**config.mk**
```make
export PLATFORM = sky130hd
export DESIGN_NAME = w5500_frame_ctrl
export DESIGN_NICKNAME = d
export VERILOG_FILES = /design/src/rtl/w5500_pkg.sv /design/src/rtl/w5500_frame_ctrl.sv
export SDC_FILE = /design/constraint.sdc
export NUM_CORES = 1
export LEC_CHECK = 0
export BUFFER_PORTS_ARGS = -buffer_cell sky130_fd_sc_hd__buf_2
export CORE_AREA = 4 4 155 157
export DETAILED_ROUTE_END_ITERATION = 8
export DIE_AREA = 0 0 159 161
export MAX_ROUTING_LAYER = met4
export PLACE_DENSITY = 0.47
export SYNTH_ARGS = -nofsm -noshare
export SYNTH_HDL_FRONTEND = slang
export SYNTH_SLANG_ARGS = --single-unit
```
**constraint.sdc**
```tcl
create_clock -name clk -period 5.9 [get_ports clk]
set_clock_uncertainty 0.15 [all_clocks]
set_input_delay 0.59 -clock clk [delete_from_list [all_inputs] [get_ports clk]]
set_output_delay 0.59 -clock clk [all_outputs]
set_load 0.03 [all_outputs]
```
**src/rtl/w5500_pkg.sv**
```systemverilog
// rtl/w5500_pkg.sv - shared states, framing constants and control-byte helper for the W5500 front end
package w5500_pkg;

  typedef enum logic [3:0] {
    ST_IDLE,
    ST_CHECK,
    ST_HDR,
    ST_PAY,
    ST_START,
    ST_WAIT_HI,
    ST_WAIT_LO,
    ST_DRAIN,
    ST_DONE
  } state_t;

  localparam int         HDR_BYTES    = 3;
  localparam logic [1:0] OM_VDM       = 2'b00;
  localparam logic       OP_WRITE     = 1'b1;
  localparam logic       OP_READ      = 1'b0;
  localparam int         CTRL_BSB_LSB = 3;
  localparam int         CTRL_RWB_BIT = 2;
  localparam int         CTRL_OM_LSB  = 0;

  // Third header byte: BSB[4:0] | RWB | OM[1:0]
  function automatic logic [7:0] ctrl_byte(input logic [4:0] bsb, input logic write);
    logic [7:0] c;
    c = '0;
    c[CTRL_BSB_LSB +: 5] = bsb;
    c[CTRL_RWB_BIT]      = write;
    c[CTRL_OM_LSB +: 2]  = OM_VDM;
    return c;
  endfunction

endpackage

```
**src/rtl/w5500_frame_ctrl.sv**
```systemverilog
// rtl/w5500_frame_ctrl.sv - turns one register/buffer request into a W5500 frame and strips the RX echo
module w5500_frame_ctrl
  import w5500_pkg::*;
#(
  parameter int DATA       = 8,
  parameter int FIFO_DEPTH = 8
) (
  input  logic            clk,
  input  logic            rst,
  input  logic            req_valid,
  output logic            req_ready,
  input  logic [15:0]     req_addr,
  input  logic [4:0]      req_bsb,
  input  logic            req_write,
  input  logic [15:0]     req_len,
  input  logic            pay_valid,
  output logic            pay_ready,
  input  logic [DATA-1:0] pay_data,
  output logic            rd_valid,
  input  logic            rd_ready,
  output logic [DATA-1:0] rd_data,
  output logic            rd_last,
  output logic [DATA-1:0] wdata,
  output logic            wr,
  input  logic            full,
  input  logic [DATA-1:0] rdata,
  output logic            rd,
  input  logic            empty,
  output logic [15:0]     len,
  output logic            op,
  output logic            work,
  input  logic            busy,
  output logic            done,
  output logic            err
);

  localparam logic [15:0] HDR_N = 16'(HDR_BYTES);
  localparam logic [15:0] MAX_N = 16'(FIFO_DEPTH - HDR_BYTES);

  state_t      state;
  logic [15:0] addr_q;
  logic [4:0]  bsb_q;
  logic        wr_q;
  logic [15:0] n_q;
  logic [15:0] cnt;
  logic        pend;
  logic [15:0] pend_idx;

  logic [15:0] total;
  logic        hdr_push, pay_push, pad_push, pend_out, slot_free;

  assign total     = n_q + HDR_N;
  assign hdr_push  = (state == ST_HDR) && !full;
  assign pay_push  = (state == ST_PAY) && (wr_q == OP_WRITE) && pay_valid && !full;
  assign pad_push  = (state == ST_PAY) && (wr_q == OP_READ) && !full;
  assign pay_ready = pay_push;
  assign wr        = hdr_push || pay_push || pad_push;

  // A read byte landing this cycle occupies the output register, so no new RX read may chase it
  assign pend_out  = pend && (wr_q == OP_READ) && (pend_idx >= HDR_N);
  assign slot_free = (!rd_valid || rd_ready) && !pend_out;
  assign rd        = (state == ST_DRAIN) && (cnt < total) && !empty && slot_free;

  always_comb begin
    wdata = '0;
    if (state == ST_HDR) begin
      case (cnt[1:0])
        2'd0:    wdata = addr_q[15:8];
        2'd1:    wdata = addr_q[7:0];
        default: wdata = ctrl_byte(bsb_q, wr_q);
      endcase
    end else if (pay_push) begin
      wdata = pay_data;
    end
  end

  always_ff @(posedge clk or negedge rst) begin
    if (!rst) begin
      state     <= ST_IDLE;
      req_ready <= 1'b0;
      addr_q    <= '0;
      bsb_q     <= '0;
      wr_q      <= 1'b0;
      n_q       <= '0;
      cnt       <= '0;
      pend      <= 1'b0;
      pend_idx  <= '0;
      rd_valid  <= 1'b0;
      rd_data   <= '0;
      rd_last   <= 1'b0;
      len       <= '0;
      op        <= 1'b0;
      work      <= 1'b0;
      done      <= 1'b0;
      err       <= 1'b0;
    end else begin
      work     <= 1'b0;
      done     <= 1'b0;
      err      <= 1'b0;
      pend     <= rd;
      pend_idx <= cnt;
      if (rd_valid && rd_ready) begin
        rd_valid <= 1'b0;
        rd_last  <= 1'b0;
      end
      if (pend_out) begin
        rd_valid <= 1'b1;
        rd_data  <= rdata;
        rd_last  <= (pend_idx == total - 16'd1);
      end
      case (state)
        ST_IDLE: begin
          req_ready <= 1'b1;
          if (req_valid && req_ready) begin
            addr_q    <= req_addr;
            bsb_q     <= req_bsb;
            wr_q      <= req_write;
            n_q       <= req_len;
            req_ready <= 1'b0;
            state     <= ST_CHECK;
          end
        end
        ST_CHECK: begin
          cnt <= '0;
          if (n_q == 16'd0 || n_q > MAX_N) begin
            err       <= 1'b1;
            req_ready <= 1'b1;
            state     <= ST_IDLE;
          end else begin
            state <= ST_HDR;
          end
        end
        ST_HDR: begin
          if (hdr_push) begin
            if (cnt == 16'd2) begin
              cnt   <= '0;
              state <= ST_PAY;
            end else begin
              cnt <= cnt + 16'd1;
            end
          end
        end
        ST_PAY: begin
          if (pay_push || pad_push) begin
            if (cnt == n_q - 16'd1) begin
              cnt   <= '0;
              work  <= 1'b1;
              len   <= total;
              op    <= wr_q;
              state <= ST_START;
            end else begin
              cnt <= cnt + 16'd1;
            end
          end
        end
        ST_START:   state <= ST_WAIT_HI;
        ST_WAIT_HI: if (busy) state <= ST_WAIT_LO;
        ST_WAIT_LO: if (!busy) state <= ST_DRAIN;
        ST_DRAIN: begin
          if (rd) cnt <= cnt + 16'd1;
          if (wr_q == OP_WRITE) begin
            if (pend && pend_idx == total - 16'd1) begin
              done  <= 1'b1;
              state <= ST_DONE;
            end
          end else if (rd_valid && rd_ready && rd_last) begin
            done  <= 1'b1;
            state <= ST_DONE;
          end
        end
        ST_DONE: begin
          len       <= '0;
          op        <= 1'b0;
          req_ready <= 1'b1;
          state     <= ST_IDLE;
        end
        default: state <= ST_IDLE;
      endcase
    end
  end

endmodule

```
# --- Word level (Yosys, flattened, before mapping) ---
# Index checks and enable logic that the tools add are counted.
op_classes:
  addsub: 4
  magnitude_cmp: 3
  n_eq_ne: 23
  muxes: 42
  n_bitwise: 1
  n_reduce_logical: 37
ops:
  columns: ["cell", "n"]
  rows:
  - ["16-bit two-way mux", 7]
  - ["16-bit case mux with 4 select lines", 1]
  - ["4-bit two-way mux", 10]
  - ["16-bit == test", 2]
  - ["16-bit case mux with 2 select lines", 1]
  - ["4-bit case mux with 8 select lines", 1]
  - ["16-bit by 1-bit subtractor with 16-bit output, second input constant", 2]
  - ["16-bit by 1-bit adder with 16-bit output, second input constant", 1]
  - ["16-bit by 2-bit adder with 16-bit output, second input constant", 1]
  - ["16-bit by 2-bit == test with 1-bit output, second input constant", 1]
  - ["4-bit by 3-bit == test with 1-bit output, second input constant", 4]
  - ["16-bit by 2-bit >= comparator with 1-bit output, second input constant", 1]
  - ["16-bit by 3-bit > comparator with 1-bit output, second input constant", 1]
  - ["1-bit logical AND", 16]
  - ["16-bit logical NOT", 1]
  - ["16-bit less-than comparator", 1]
  - ["1-bit two-way mux", 16]
  - ["8-bit two-way mux", 2]
  - ["8-bit case mux with 2 select lines", 1]
  - ["2-bit != test, second input constant", 6]
  - ["9-bit AND reduction", 1]
  - ["4-bit by 2-bit == test with 1-bit output, second input constant", 2]
  - ["2-bit by 1-bit != test with 1-bit output, second input constant", 3]
  - ["3-bit by 2-bit != test with 1-bit output, second input constant", 2]
  - ["other kinds (17)", 26]
word_totals:
  register_bits: 106
  input_bits: 62
  out_inout_bits: 42
  elab_cells: 127

# --- Longest topological paths before layout ---
# Gate-level depths: netlist of the first run.
logic_depth:
  depth_word: 8
  mapped_depth: 19
  mapped_depth_nobuf: 15

# --- Worst setup path after synthesis of the first run ---
# OpenSTA, ideal clock, no wires.
synth_timing:
  kind: "reg2out"
  start: "reg n_q[0]"
  end: "out rd"
  arrival_time_ps: 3045
  required_time_ps: 5160
  path_slack_ps: 2115
  path_stages_with_launch: 15
  n_path_buf: 2
  path_cell_list: "dfrtp_1 -> buf_4 -> inv_1 -> ha_1 -> buf_4 -> xor2_1 -> ha_1 -> o21a_1 -> o21a_1 -> o21a_1 -> o21a_1 -> o21a_1 -> o31ai_1 -> a21oi_1 -> nor2b_1"
synth_via:
  elab_chain_cells: 5
synth_rtl:
  columns: ["item", "line_no", "source"]
  rows:
  - ["start: declaration", "w5500_frame_ctrl.sv:44", "logic [15:0] n_q;"]
  - ["start signal: assignment", "w5500_frame_ctrl.sv:118", "n_q <= req_len;"]
  - ["16-bit by 2-bit adder with 16-bit output", "w5500_frame_ctrl.sv:52", "assign total = n_q + HDR_N;"]
  - ["16-bit less-than comparator", "w5500_frame_ctrl.sv:62", "assign rd = (state == ST_DRAIN) && (cnt < total) && !empty && slot_free;"]
  - ["1-bit logical AND (3 in series)", "w5500_frame_ctrl.sv:62", null]
  - ["end: declaration", "w5500_frame_ctrl.sv:27", "output logic rd,"]
# Every way passes these cells.

# --- Worst setup path after layout of the first run ---
# Same ends and word-level chain as after synthesis.

==> metrics.md, run 1 <==
| Metric | Value |
|---|---|
| Top cell type's share of synthesized area | 39.66% |
| Total track usage | 16.41% |
| Global-route wire length before repair | 32300 µm |
| Worst-path cell chain | inv_1, ha_1, nand4b_2, nor4_1, xnor2_1, ha_1, a21oi_1, nor2b_1, o21ai_0, and3_1, nor2b_1, buf_2 |
| Worst min-delay path category | in2async |
| Slew headroom | 24.64% |
| Number of synthesized flops with an enable pin | 0 |
| Async set-or-reset flop fraction in the synthesized netlist | 100.0% |
| Min Tclk post-route | 4.906 ns |
| Share of the yosys chip area belonging to registers | 39.66% |
| Post-Route Setup TNS | 0 ns |
| Per-cell routed wire length | 19.22 µm |
| Worst setup EP type | primary output |
| Final setup fails | 0 |
| Synth Net Count | 762 |
| Top cells by area, synth | dfrtp_1 (40%), mux2_2 (6.7%), xnor2_1 (5.1%) |
| Starting Density | 29.72% |
| Status | complete, no violations |
| Post-route cell area | 7691 µm² |
| Placed inst area | 7365 µm² |
| Diodes inserted | 0 |
| CTS Root Cell | clkbuf_16 |
| WHS | 0.1718 ns |
| Total CTS buffers | 9 |
| CTS-repair resized insts | 0 |
| Startpoint types | flip-flop |
| Peak VDD IR | 0.1565 mV |
| Ys flop type | dfrtp_1 |
| Critical path data required time | 5.16 ns |
| Routed vias/inst | 5.139 |
| Overflow left after global routing | 0 |
| Mean instance size in the synthesized netlist | 9.908 µm² |
| Via count | 5365 |
| Area leader, netlist | dfrtp_1 |
| TritonCTS clock tree | built |
| Synth Instances | 675 |
| Pre-CTS WS | 1.179 ns |
| Unrepaired setup endpoints after global routing | no |
| Hold-fix buffers, CTS | 0 |
| Final Slew Violations | 0 |
| CORE AREA | 22500 µm² |
| Setup CP Type | reg2out |
| Setup slack after layout | 0.9945 ns |
| CP bufs+invs | 2 |
| Finished Core Util | 34.18% |
| Crit path max fanout | 12 |
| Worst EP arrival | 4.17 ns |
| Initial antenna violation count | 0 |
| I/O Buffers | 103 |
| Htree depth | 3 |
| Pwr Density | 273.3 nW/µm² |
| Largest net degree at the start of global routing | 61 |
| Layout cell share with drive strength beyond 1 | 24.77% |
| Synth cell types | 80 |
| CP top delay family | simple AND/OR/NAND/NOR gates |
| Seq cells post-synth | 106 |
| Dpl hpwl | 14640 µm |
| Final hold vios | 0 |
| # clock sinks | 106 |
| Part of the cycle the worst path needs | 83.14% |
| Slowest CP cell | dfrtp_1 |
| Mapped cell area | 6688 µm² |
| Clk_lat worst skew | 0.36 ns |
| Top-count cell post-synth | dfrtp_1 |
| Leakage | 0.003348 µW |
| Area grow syn2layout | 15.00% |
| GP Congestion | 0.8409 |
| Layout net count | 841 |
| Fmax | 203.9 MHz |
| Drt total wl | 20070 µm |
| Die area | 25600 µm² |
| Max-cap violations | 0 |
| Die H | 161 µm |
| Post-route antenna net violation count | 0 |
| Vias in the first global route | 5527 |
| Maximum root-to-sink buffer count | 2 |
| Setup Fix Bufs, Post-CTS | 0 |
| FP Rows | 55 |
| Post-route DRC | 0 |
| Clock transition at path regs | 0.09 ns |
| I/O pin total | 104 |
| Worst-margin pin slew | 1.122 ns |
| Synth warn | 0 |
| First-pass DRT Iterations | 4 |
| # fillers | 2280 |
| Crit path largest cell delay | 0.63 ns |
| Initial DRC count | 233 |
| Die width | 159 µm |
| Commonest cells in the netlist | dfrtp_1 (106), nand2_1 (61), mux2_2 (40) |
-- power by group --
group / internal, µW / switching (µW) / total, µW / leakage, µW
Combinational: 200 / 209 / 409 / 0.00195
Sequential: 810 / 199 / 1010 / 0.00124
Clock: 377 / 306 / 683 / 0.000158
-- cell families after synthesis --
logic type                 Yosys count  synth area share (%)
AOI/OAI and AO/OA                  133                 13.56
xor gates and xnor gates            55                 7.727
adders and majority gates           25                 4.677
buffers and inverters               58                 4.658
DFF                                106                 39.66
muxes                               64                 10.33
and+or+nand+nor                    234                 19.38
-- final cells by class --
class	instances	area (µm²)	area share, %
multi-input cells	511	3736	48.58
flip-flops and latches	106	2653	34.49
repair buffers	107	548.0	7.125
well taps	285	356.6	4.636
clock buffers	9	225.2	2.928
clock inverters	7	101.3	1.318
inverters	19	71.32	0.9273
-- cell usage in the layout, fill, tap and decap left out, types with 13 or more instances in the layout --
| cell type | count |
|---|---|
| mux2_2 | 40 |
| xor2_1 | 13 |
| o21ai_0 | 29 |
| inv_1 | 19 |
| nand2b_1 | 15 |
| nand4_1 | 13 |
| nor3_1 | 13 |
| ha_1 | 25 |
| mux2i_1 | 24 |
| nand3_1 | 18 |
| and3_1 | 22 |
| a21oi_1 | 18 |
| dfrtp_1 | 106 |
| buf_2 | 102 |
| o21ai_1 | 20 |
| xnor2_1 | 39 |
| nor2_1 | 36 |
| nand2_1 | 61 |
-- layer usage --
layer / GRT usage, % / up-vias / routed length [µm]
met4: 4.379 / 0 / 307
met2: 26.51 / 112 / 9561
met5: - / - / 0
met1: 21.90 / 2639 / 9547
li1: - / 2593 / -
met3: 2.169 / 21 / 649
-- state kept, by name, indices dropped and copies added (netlist names) --
register	flops
n_q	16
wr_q	1
len	16
done	1
req_ready	1
rd_valid	1
err	1
addr_q	16
rd_data	8
work	1
state	4
pend	1
cnt	16
rd_last	1
pend_idx	16
bsb_q	5
op	1
-- path summary, 6_finish.rpt --
kind,slack (ns),from,endpoint,cells after the start
max,0.99,n_q[0]$_DFFE_PN0P_,rd,12
min,0.17,rst,n_q[6]$_DFFE_PN0P_,1
max reg2reg,1.11,n_q[0]$_DFFE_PN0P_,cnt[14]$_DFFE_PN0P_,16
min reg2reg,0.36,rd_data[7]$_DFFE_PN0P_,rd_data[7]$_DFFE_PN0P_,1
max in group asynchronous,4.31,rst,len[10]$_DFFE_PN0P_,2
min in group clk,0.28,req_len[10],n_q[10]$_DFFE_PN0P_,3
-- worst register-to-register path, delay by kind of cell (launching register included) --
family,cells,cell delay [ns]
simple gates,6,1.65
flops,1,0.63
compound gates,5,0.83
xor+xnor,1,0.31
fa+ha+maj,2,0.65
buf+inv,2,0.48
-- stage by stage --
stage / cells / total power (µW)
after global placement: 1028 / 1440
after CTS: 1044 / 2132
after detailed placement: 1028 / 1434
after global routing: 1044 / 2227
after floorplan: 675 / 1226
final: 1044 / 2102
Power figures use the tool's default switching activity.
==> run 2, diff against run 1 <==
--- a/config.mk
+++ b/config.mk
@@ -10,7 +10,7 @@
 export DETAILED_ROUTE_END_ITERATION = 8
 export DIE_AREA = 0 0 159 161
 export MAX_ROUTING_LAYER = met4
-export PLACE_DENSITY = 0.47
+export PLACE_DENSITY = 0.49
 export SYNTH_ARGS = -nofsm -noshare
 export SYNTH_HDL_FRONTEND = slang
 export SYNTH_SLANG_ARGS = --single-unit
==> constraint.sdc (replaced) <==
create_clock -name clk -period 4.4 [get_ports clk]
set_clock_uncertainty 0.15 [all_clocks]
set_input_delay 0.44 -clock clk [delete_from_list [all_inputs] [get_ports clk]]
set_output_delay 0.44 -clock clk [all_outputs]
set_load 0.03 [all_outputs]
==> metrics.md, run 2 (synthesis results as in run 1) <==
| Metric | Value |
|---|---|
| Post-Route Setup TNS | 0 ns (unchanged) |
| Final Slew Violations | 0 (unchanged) |
| Dpl hpwl | 15040 µm (+2.7%) |
| Clk pwr share | 31.6% (-0.9 points) |
| Switch Pwr | 948.9 µW (+33%) |
| Diodes inserted | 0 (unchanged) |
| CORE AREA | 22500 µm² (unchanged) |
| Slew headroom | 36.30% (+12 points) |
| Starting Density | 29.72% (unchanged) |
| Hold Crit Start | req_write |
| Maximum root-to-sink buffer count | 2 (unchanged) |
| Max-cap violations | 0 (unchanged) |
| Die width | 159 µm (unchanged) |
| Status | complete, no violations |
| Slowest CP cell | dfrtp_2 |
| TritonCTS clock tree | built |
| Crit path from | n_q[1]$_DFFE_PN0P_ |
| Die area | 25600 µm² (unchanged) |
| Crit path largest cell delay | 0.48 ns (-0.15 ns) |
| CP bufs+invs | 4 (+2) |
| Worst-path cell chain | inv_1, ha_1, buf_4, nand4b_2, nor2_1, xnor2_1, inv_1, ha_1, a21o_1, a21o_1, a21oi_1, a21oi_1, nor2b_1, buf_2 |
| Min Tclk post-route | 4.129 ns |
| Final hold vios | 0 (unchanged) |
| Htree depth | 3 (unchanged) |
| I/O Buffers | 103 (unchanged) |
| Overflow left after global routing | 0 (unchanged) |
| Total CTS buffers | 9 (unchanged) |
| Critical path data required time | 3.81 ns (-1.35 ns) |
| Fmax | 242.2 MHz |
| FP Rows | 55 (unchanged) |
| Part of the cycle the worst path needs | 93.83% |
| GP Congestion | 0.8794 (+4.6%) |
| Global-route wire length before repair | 31220 µm (-3.3%) |
| Worst EP arrival | 3.54 ns (-0.63 ns) |
| Final setup fails | 0 (unchanged) |
| R2R Path Start | n_q[1]$_DFFE_PN0P_ |
| Commonest non-fill, non-tap cell in the layout | dfrtp_1 |
| Crit path max fanout | 9 (-3) |
| Per-cell routed wire length | 18.30 µm (-4.8%) |
| Initial antenna violation count | 0 (unchanged) |
| Post-route DRC | 0 (unchanged) |
| # fillers | 2315 (+1.5%) |
| CP top delay family | simple AND/OR/NAND/NOR gates |
| Post-route antenna net violation count | 0 (unchanged) |
| # clock sinks | 106 (unchanged) |
| First-pass DRT Iterations | 4 (unchanged) |
| Total track usage | 15.67% (-0.74 points) |
| I/O pin total | 104 (unchanged) |
| Commonest cells after routing, fill and taps aside | dfrtp_1 (104), buf_2 (102), nand2_1 (61) |
| Layout net count | 858 (+2.0%) |
| Leakage | 0.003430 µW (+2.4%) |
| Pwr Density | 355.8 nW/µm² (+30%) |
| Clk_lat worst skew | 0.36 ns (about the same) |
| Finished Core Util | 34.76% (+0.58 points) |
| Worst setup EP type | primary output |
| Combinational share of power | 21.4% (+1.9 points) |
| Area grow syn2layout | 16.97% |
| Clock transition at path regs | 0.08 ns (about the same) |
| Seq pwr share | 47.0% (-1.0 points) |
| Layout cell share with drive strength beyond 1 | 26.68% (+1.9 points) |
| Drt total wl | 19420 µm (-3.2%) |
| Sw Ratio | 34.09% (+0.12 points) |
| Worst-margin pin slew | 0.9483 ns (-0.1736 ns) |
| Startpoint types | flip-flop |
| Unrepaired setup endpoints after global routing | no |
| Worst min-delay path category | in2reg |
| Setup CP Type | reg2out |
| Die H | 161 µm (unchanged) |
| CTS Root Cell | clkbuf_16 |
| Peak VDD IR | 0.1710 mV (+9.3%) |
| Pint | 1835 µW (+32%) |
| Via count | 5386 (+0.39%) |
| Initial DRC count | 371 (+59%) |
| Largest net degree at the start of global routing | 40 (-34%) |
| Vias in the first global route | 5475 (-0.94%) |
| Routed vias/inst | 5.076 (-1.2%) |
-- run 2: worst register-to-register path, cell delays in order, from the launching register on --
cell and delay [ns]:
dfrtp_2 0.48, inv_1 0.16, ha_1 0.21, buf_4 0.17, or3b_1 0.51, o21ba_1 0.23, a2111o_1 0.29, o311ai_1 0.08
or4b_1 0.54, o21ai_1 0.20, and3_1 0.18, buf_4 0.23, or2_4 0.26, o31ai_1 0.10
-- run 2: path summary, 6_finish.rpt --
check / to / slack [ns] / depth (start not counted)
min reg2reg: bsb_q[4]$_DFFE_PN0P_ / 0.36 / 1
max: rd / 0.27 / 14
min: wr_q$_DFFE_PN0P_ / 0.14 / 3
max in group asynchronous: bsb_q[4]$_DFFE_PN0P_ / 2.78 / 3
min in group asynchronous: err$_DFF_PN0_ / 0.42 / 2
max reg2reg: cnt[7]$_DFFE_PN0P_ / 0.48 / 13
-- run 2: layout make-up --
| cell class | instances | area, µm² | area share (%) |
|---|---|---|---|
| clock buffer | 9 | 225.2 | 2.879 |
| tap | 285 | 356.6 | 4.559 |
| clock inverter | 7 | 95.09 | 1.216 |
| inverter | 19 | 71.32 | 0.9117 |
| sequential | 106 | 2655 | 33.94 |
| multi-input combinational | 511 | 3741 | 47.82 |
| timing repair buffer | 124 | 678.2 | 8.669 |
-- run 2: what timing repair did --
item / 4_1_cts / 5_1_grt
cloned: 0 / 0
endpoints found under the hold margin: 30 / 0
hold buffers: 1 / 0
setup buffers: 0 / 0
endpoints found under the setup margin: 1 / 1
gates resized for setup: 1 / 2
-- run 2: stage by stage --
stage                     instance area [µm²]  power, µW  setup slack, ns  hold WS, ns  std cells
after floorplan                          6688       1644           0.6240    -0.005591        675
after global placement                   7485       1921           0.4145       0.2758       1044
after detailed placement                 7485       1921           0.4052       0.2843       1044
after CTS                                7820       2827           0.1128       0.1262       1061
after global routing                     7823       2950          0.01534       0.1303       1061
final                                    7823       2783           0.2715       0.1364       1061
-- run 2: routing by layer --
| layer | part of all wire [%] | GRT usage [%] | wire length [µm] |
|---|---|---|---|
| met1 | 48 | 20.99 | 9241 |
| met5 | 0 | - | 0 |
| met4 | 1.6 | 4.458 | 308 |
| met3 | 3.0 | 2.220 | 582 |
| met2 | 48 | 24.97 | 9287 |
-- run 2: power groups by stage --
stage	Clock [µW]	Sequential [µW]	Combinational [µW]
after floorplan	0	1220	420
after global placement	0	1330	591
after detailed placement	0	1330	595
after CTS	917	1310	604
after global routing	946	1320	679
final	878	1310	596
